## config.mk

```make
export PLATFORM = sky130hd
export DESIGN_NAME = uart_tx_scheduler
export DESIGN_NICKNAME = d
export VERILOG_FILES = /design/src/rtl/uart_tx_scheduler.sv
export SDC_FILE = /design/constraint.sdc
export NUM_CORES = 1
export LEC_CHECK = 0
export ABC_AREA = 1
export ABC_CLOCK_PERIOD_IN_PS = 2500
export CAP_MARGIN = 20
export CELL_PAD_IN_SITES_DETAIL_PLACEMENT = 0
export CELL_PAD_IN_SITES_GLOBAL_PLACEMENT = 1
export CORE_MARGIN = 5
export CORE_UTILIZATION = 47
export CTS_BUF_LIST = sky130_fd_sc_hd__clkbuf_4 sky130_fd_sc_hd__clkbuf_8
export CTS_CLUSTER_SIZE = 25
export DETAILED_ROUTE_END_ITERATION = 10
export DONT_BUFFER_PORTS = 1
export HOLD_SLACK_MARGIN = 0.05
export PLACE_DENSITY = 0.84
export SYNTH_ARGS = -nofsm -noshare
export SYNTH_HDL_FRONTEND = slang
export SYNTH_SLANG_ARGS = --single-unit
```

## constraint.sdc

```tcl
create_clock -name clk_i -period 2.5 [get_ports clk_i]
set_input_delay 0.25 -clock clk_i [delete_from_list [all_inputs] [get_ports clk_i]]
set_output_delay 0.25 -clock clk_i [all_outputs]
set_load 0.03 [all_outputs]
```

## src/rtl/uart_tx_scheduler.sv

```systemverilog
// Round-robin scheduler that lets NREQ requesters share one UART transmitter.
// Each grant sends a 5-byte frame: header (HDR | index) then the latched 32-bit word MSB first.
module uart_tx_scheduler #(
    parameter int         NREQ = 4,
    parameter logic [7:0] HDR  = 8'hA0
) (
    input  logic                   clk_i,
    input  logic                   reset_ni,
    input  logic [NREQ-1:0]        req_i,
    input  logic [32*NREQ-1:0]     req_data_i,
    input  logic                   tx_busy_i,
    output logic [NREQ-1:0]        grant_o,
    output logic [NREQ-1:0]        done_o,
    output logic                   wr_en_o,
    output logic [7:0]             txdata_o,
    output logic                   busy_o
);

    localparam int         IW     = (NREQ > 1) ? $clog2(NREQ) : 1;
    localparam logic [IW:0] NREQ_C = (IW+1)'(NREQ);

    typedef enum logic [2:0] {
        IDLE, ARB, LOAD, STROBE, WAIT_HI, WAIT_LO, NEXT, FINISH
    } state_e;

    state_e            state_q, state_d;
    logic [IW-1:0]     ptr_q, ptr_d;
    logic [IW-1:0]     idx_q, idx_d;
    logic [NREQ-1:0]   grant_q, grant_d;
    logic              busy_q, busy_d;
    logic [31:0]       word_q, word_d;
    logic [2:0]        cnt_q, cnt_d;
    logic [7:0]        txdata_q, txdata_d;
    logic              wr_en_q, wr_en_d;
    logic              tx_busy_q;

    logic [31:0]       words [NREQ];
    logic [2*NREQ-1:0] req_dbl;
    logic [NREQ-1:0]   rot;
    logic [NREQ-1:0]   lowest;
    logic [IW-1:0]     win_off;
    logic [IW:0]       idx_sum;
    logic [IW-1:0]     win_idx;
    logic [NREQ-1:0]   win_oh;
    logic              win_found;
    logic [7:0]        next_byte;

    // Rotate requests so bit k is requester (ptr+k) mod NREQ; the lowest set bit wins.
    assign req_dbl   = {req_i, req_i} >> ptr_q;
    assign rot       = req_dbl[NREQ-1:0];
    assign lowest    = rot & (~rot + NREQ'(1));
    assign win_found = |req_i;
    assign idx_sum   = {1'b0, ptr_q} + {1'b0, win_off};
    assign win_idx   = (idx_sum >= NREQ_C) ? IW'(idx_sum - NREQ_C) : IW'(idx_sum);

    generate
        for (genvar gi = 0; gi < IW; gi++) begin : g_enc
            logic [NREQ-1:0] sel_mask;
            for (genvar gj = 0; gj < NREQ; gj++) begin : g_bit
                assign sel_mask[gj] = (((gj >> gi) & 1) == 1);
            end
            assign win_off[gi] = |(lowest & sel_mask);
        end

        for (genvar gi = 0; gi < NREQ; gi++) begin : g_req
            assign words[gi]  = req_data_i[32*gi +: 32];
            assign win_oh[gi] = (win_idx == IW'(gi));
            assign done_o[gi] = (state_q == FINISH) && (idx_q == IW'(gi));
        end
    endgenerate

    // Byte strobed after the current one; cnt_q counts bytes already sent minus one.
    always_comb begin
        next_byte = 8'h00;
        case (cnt_q)
            3'd0:    next_byte = word_q[31:24];
            3'd1:    next_byte = word_q[23:16];
            3'd2:    next_byte = word_q[15:8];
            default: next_byte = word_q[7:0];
        endcase
    end

    always_comb begin
        state_d  = state_q;
        ptr_d    = ptr_q;
        idx_d    = idx_q;
        grant_d  = grant_q;
        busy_d   = busy_q;
        word_d   = word_q;
        cnt_d    = cnt_q;
        txdata_d = txdata_q;
        wr_en_d  = 1'b0;

        case (state_q)
            IDLE: begin
                if (win_found) begin
                    state_d = ARB;
                end
            end
            ARB: begin
                if (win_found) begin
                    grant_d = win_oh;
                    busy_d  = 1'b1;
                    idx_d   = win_idx;
                    state_d = LOAD;
                end else begin
                    state_d = IDLE;
                end
            end
            LOAD: begin
                word_d   = words[idx_q];
                cnt_d    = 3'd0;
                txdata_d = HDR | 8'(idx_q);
                state_d  = STROBE;
            end
            STROBE: begin
                state_d = WAIT_HI;
            end
            WAIT_HI: begin
                if (tx_busy_i) begin
                    state_d = WAIT_LO;
                end
            end
            WAIT_LO: begin
                if (tx_busy_q && !tx_busy_i) begin
                    state_d = NEXT;
                end
            end
            NEXT: begin
                if (cnt_q == 3'd4) begin
                    state_d = FINISH;
                end else begin
                    cnt_d    = cnt_q + 3'd1;
                    txdata_d = next_byte;
                    state_d  = STROBE;
                end
            end
            FINISH: begin
                grant_d  = '0;
                busy_d   = 1'b0;
                txdata_d = 8'h00;
                ptr_d    = (idx_q == IW'(NREQ - 1)) ? '0 : idx_q + IW'(1);
                state_d  = IDLE;
            end
            default: begin
                state_d = IDLE;
            end
        endcase

        wr_en_d = (state_d == STROBE);
    end

    always_ff @(posedge clk_i) begin
        if (!reset_ni) begin
            state_q   <= IDLE;
            ptr_q     <= '0;
            idx_q     <= '0;
            grant_q   <= '0;
            busy_q    <= 1'b0;
            word_q    <= '0;
            cnt_q     <= 3'd0;
            txdata_q  <= 8'h00;
            wr_en_q   <= 1'b0;
            tx_busy_q <= 1'b0;
        end else begin
            state_q   <= state_d;
            ptr_q     <= ptr_d;
            idx_q     <= idx_d;
            grant_q   <= grant_d;
            busy_q    <= busy_d;
            word_q    <= word_d;
            cnt_q     <= cnt_d;
            txdata_q  <= txdata_d;
            wr_en_q   <= wr_en_d;
            tx_busy_q <= tx_busy_i;
        end
    end

    assign grant_o  = grant_q;
    assign busy_o   = busy_q;
    assign wr_en_o  = wr_en_q;
    assign txdata_o = txdata_q;

endmodule

```

### After elaboration in Yosys (flattened, before gate mapping)

Cells that the tools add are included.

* add/subtract/negate cells: 5
* $lt $le $gt $ge: 2
* equal/unequal tests: 19
* shift-type cells: 1
* multiplexer cells: 20
* bitwise operators: 3
* reductions and logical operators: 20

Operators by type and width (count)
* 32-bit binary-select mux with 2-bit select: 1
* 32-bit two-way mux: 2
* 8-bit case mux with 3 select lines: 2
* 3-bit case mux with 8 select lines: 1
* 3-bit == test (second input constant): 5
* 3-bit two-way mux: 5
* 3-bit by 2-bit == test with 1-bit output (second input constant): 4
* 2-bit == test (second input constant): 4
* 8-bit two-way mux: 1
* 4-bit case mux with 2 select lines: 1
* 2-bit AND reduction: 4
* 8-bit by 2-bit >> shifter with 4-bit output: 1
* 3-bit by 1-bit == test with 1-bit output (second input constant): 2
* 3-bit greater-or-equal comparator (second input constant): 2
* 3-bit logical NOT: 2
* 2-bit two-way mux: 3
* 3-bit case mux with 2 select lines: 1
* 1-bit logical AND: 5
* 4-bit by 1-bit adder with 4-bit output (second input constant): 1
* 4-bit bitwise AND: 1
* 2-bit by 1-bit == test with 1-bit output (second input constant): 2
* 2-bit logical NOT: 2
* 4-bit two-way mux: 1
* 2-bit != test (second input constant): 2
* other kinds (13): 15

* register bits: 57
* output and inout port bits: 18

### Depth between registers and ports, before layout

* depth in word-level cells: 11
* depth in mapped cells: 13
* mapped depth without buffers: 13

### Least setup slack after synthesis

OpenSTA, ideal clock, no wires.

* kind: reg2reg
* start: reg ptr_q[0]
* end: reg idx_q[1]
* setup time: 0.113 ns
* arrival time: 1.597 ns
* required time: 2.387 ns
* slack: 0.790 ns
* cell stages (with the launch flop): 14
* clock period less this slack: 1.710 ns
* path through: dfxtp_1 > inv_2 > nand2_1 > nand3_1 > nand2_1 > nand3_1 > a21boi_0 > ha_1 > xor2_1 > inv_1 > nand3_1 > nand2_1 > o21ai_1 > inv_1

* cells in the longest elaborated chain, start to end: 8
* elaborated cells on any way between the ends: 10
* those cells by class: add/sub: 3; order compare: 1; shift: 1; mux: 1; bitwise: 2; reduce/logical: 2

RTL lines
* start: declaration: RTL line 27 `logic [IW-1:0] ptr_q, ptr_d;`
* start signal: assignment: RTL line 167 `ptr_q <= ptr_d;`
* 8-bit by 2-bit >> shifter with 4-bit output: RTL line 49 `assign req_dbl = {req_i, req_i} >> ptr_q;`
* 4-bit NOT: RTL line 51 `assign lowest = rot & (~rot + NREQ'(1));`
* 4-bit by 1-bit adder with 4-bit output: RTL line 51
* 4-bit bitwise AND: RTL line 51
* 2-bit OR reduction: RTL line 62 `assign win_off[gi] = |(lowest & sel_mask);`
* 2-bit by 2-bit adder with 3-bit output (*): RTL line 53 `assign idx_sum = {1'b0, ptr_q} + {1'b0, win_off};`
* 3-bit greater-or-equal comparator / 2-bit by 1-bit subtractor with 2-bit output (equally long branches): RTL line 54 `assign win_idx = (idx_sum >= NREQ_C) ? IW'(idx_sum - NREQ_C) : IW'(idx_sum);`
* 2-bit two-way mux (*): RTL line 54
* end signal: assignment: RTL line 168 `idx_q <= idx_d;`
* end: declaration: RTL line 28 `logic [IW-1:0] idx_q, idx_d;`

Every way passes the cells marked *; elsewhere a longest branch is shown, timed or not.
A chain may end at the register's enable or synchronous reset.

### Final worst setup path

* start: reg idx_q[0]
* end: out done_o[1]

* cells in the longest elaborated chain, start to end: 2

RTL lines
* 2-bit by 1-bit == test with 1-bit output: RTL line 68 `assign done_o[gi] = (state_q == FINISH) && (idx_q == IW'(gi));`
* 1-bit logical AND: RTL line 68
* end: declaration: RTL line 13 `output logic [NREQ-1:0] done_o,`

No other way between the ends.

==> results.json <==
{
  "outcome": "completed",
  "gr-total-overflow": 0,
  "clock.fmax_ghz": 0.475,
  "swShare": 0.392,
  "post_cts.repair.setup_buffers": 0,
  "slew_headroom": 0.620,
  "fin_tns_setup_ps": 0,
  "nets": 706,
  "row_count": 32,
  "grt_max_degree": 68,
  "avgViaCountPerCell": 5.44,
  "clk_pin_slew_worst_paths_ps": 60,
  "drt_iter0_drc": 151,
  "num_vias": 3635,
  "firstDrtPassIters": 5,
  "placed_cell_area_um2": 3640,
  "crit_path_end_kind": "output port",
  "tritoncts": "yes",
  "gp_congestion": 0.872,
  "cts-hold-fix-buffers": 3,
  "pwr-share-clk": 0.259,
  "ioPinCount": 153,
  "finClkSkew_ps": 7.23,
  "syn_to_final_growth_pct": 6.01,
  "p_leak_uw": 0.00176,
  "internal_power_uw": 1860,
  "hold_violations": 0,
  "p_comb_frac": 0.346,
  "setup.worst_path.start_class": "register",
  "drive_gt1_frac": 0.0724,
  "slowest_stage": "buf_4",
  "clock-root-buffer": "clkbuf_8",
  "fin_crit_sh": 0.842,
  "slowest_delay_ps": 460,
  "final_area_um2": 3860,
  "synth_mux_area_frac": 0,
  "chipHeight_um": 98.0,
  "setup_viol": 0,
  "fin_ws_ps": 395,
  "grt_pass1_wl_um": 16500,
  "die_w_um": 98.0,
  "core_um2": 7650,
  "powerDensity_nw_per_um2": 794,
  "yosys.area_share.adder": 0.0309,
  "power.net_switching_uw": 1200,
  "yosysWarningCount": 0,
  "drc": 0,
  "cts_made_buffers": 9,
  "die_area_um2": 9610,
  "cts_sinks": 57,
  "grt_usage": 0.208,
  "ys_seq_area_frac": 0.313,
  "synthSimpleGateAreaFrac": 0.219,
  "pre_cts_ws_ps": 545,
  "clockBufferDepth": 2,
  "critical-path-top-delay-family": "buffers and inverters",
  "diodes": 0,
  "peakVddDrop_mv": 0.358,
  "antenna_found_initial": 0,
  "seqCellArea_um2": 1140,
  "synth_xor_area_frac": 0.00241,
  "path_buf_inv": 2,
  "syn_area_um2": 3640,
  "synth_compound_area_frac": 0.296,
  "initial_utilization": 0.476,
  "arrival_ps": 1860,
  "crit_fanout": 67,
  "wl_per_cell_um": 15.0,
  "cts_resized": 0,
  "max_cap_violations": 0,
  "grt_pass1_vias": 3482,
  "min_path_type": "in2reg",
  "hold_slack_ps": 66.4,
  "crit_type": "reg2out",
  "multi_input_area_um2": 2000,
  "clkLatencyLatePin_ps": 330,
  "drv_slew": 0,
  "period_needed_ps": 2110,
  "wl_um": 10000,
  "tightestPinTransition_ps": 569,
  "h-tree-depth": 3,
  "p_seq_frac": 0.395,
  "syn_nets": 718,
  "hpwl_um": 7690,
  "synth_top_family_by_area": "compound AO/OA/AOI/OAI gates",
  "synth-seq-cells": 57,
  "required_ps": 2250,
  "syn_inst": 574,
  "fillers": 798,
  "port_buffers": 0,
  "drtAntennaViolNets": 0,
  "avgSynthCellArea_um2": 6.34,
  "yosysUniqueCellTypes": 31,
  "rsz0062_at_grt": "no",
  "crit_chain": "buf_4 > ha_1 > inv_1 > nor2_1"
}
==> power by group through the flow <==
stage               sequential, uW  clock, uW  combinational [uW]
CTS                           1210        815                1070
floorplan                     1200          0                 890
finish                        1210        793                1060
global route                  1230        859                1240
global placement              1230          0                1040
detailed placement            1230          0                1060
==> cells in the final DEF (no fill, tap or decap), types with 2 or more instances in the layout <==
cell / n
nor2_1: 116
o21ai_0: 95
inv_1: 72
dfxtp_1: 56
nand2_1: 45
a21oi_1: 45
o22ai_1: 35
o21ai_1: 21
nand3_1: 18
clkbuf_8: 12
ha_1: 9
buf_4: 7
inv_2: 6
nand2_2: 4
nor2_4: 4
dlygate4sd3_1: 3
a211oi_1: 2
nand4_1: 2
==> per-stage QoR <==
step	std cells	util	power, uW
2_1_floorplan	574	-	2090
3_3_place_gp	650	0.477	2270
3_5_place_dp	650	0.477	2300
4_1_cts	668	0.505	3100
5_1_grt	668	0.505	3330
6_report	668	0.505	3060
==> registers in the layout, indices dropped and copies added, names as in the netlist, 2 cells and up <==
signal,count
cnt_q,3
idx_q,2
ptr_q,2
txdata_o,8
word_q,32
state_q,3
grant_o,4
==> cells by family (layout without fill, tap and decap cells) <==
| logic type | Yosys count | after routing |
|---|---|---|
| AO/OA/AOI/OAI | 202 | 202 |
| adder cells (fa/ha/maj) | 9 | 9 |
| AND/OR/NAND/NOR | 192 | 192 |
| XOR/XNOR | 1 | 1 |
| flip-flops | 57 | 57 |
| buffers and inverters | 113 | 105 |
==> metal layers <==
| layer | wire length [um] | vias to the layer above | track usage |
|---|---|---|---|
| met5 | 0 | - | 0 |
| met4 | 189 | 0 | 0.0650 |
| met3 | 723 | 18 | 0.0529 |
| met2 | 4790 | 145 | 0.350 |
| met1 | 4310 | 1596 | 0.261 |
| li1 | - | 1876 | - |
==> synth_stat cells, drive strengths merged <==
cell	number	area share
nor4	1	0.0017
nand2	49	0.053
ha	9	0.031
a21o	1	0.0021
a21oi	45	0.062
a41oi	1	0.0024
nor2	120	0.13
dfxtp	57	0.31
a221oi	1	0.0041
xor2	1	0.0024
nor3	1	0.0014
nand4	2	0.0034
a21boi	1	0.0021
buf	17	0.036
o21ai	116	0.16
o22ai	35	0.060
inv	79	0.084
nand3	19	0.027
a211oi	2	0.0041
clkbuf	17	0.018
==> layout make-up <==
type,instances,share of cell area
Timing Repair Buffer,11,0.0266
Sequential cell,57,0.296
Multi-Input combinational cell,404,0.518
Tap cell,102,0.0331
Inverter,79,0.0788
Clock inverter,2,0.00324
Clock buffer,13,0.0447
==> worst reg2reg max path: stages (launching register included) <==
cell      delay (ps)
dfxtp_1          430
inv_2            100
nand2_1          100
nand3_1          100
nand2_1          100
nand3_1           60
a21boi_0         160
ha_1             180
xor2_1           190
inv_1             60
nand3_1          110
nand2_1          100
o21ai_1          120
inv_1             50
==> path summary, 6_finish.rpt <==
path         startpoint          end  slack, ps  cells past startpoint
max            idx_q[0]    done_o[1]        390                      4
min            reset_ni  txdata_o[0]         70                      2
max reg2reg    ptr_q[0]     idx_q[1]        530                     13
min reg2reg    cnt_q[1]     cnt_q[1]        510                      2
(Power assumes the default switching activity.)
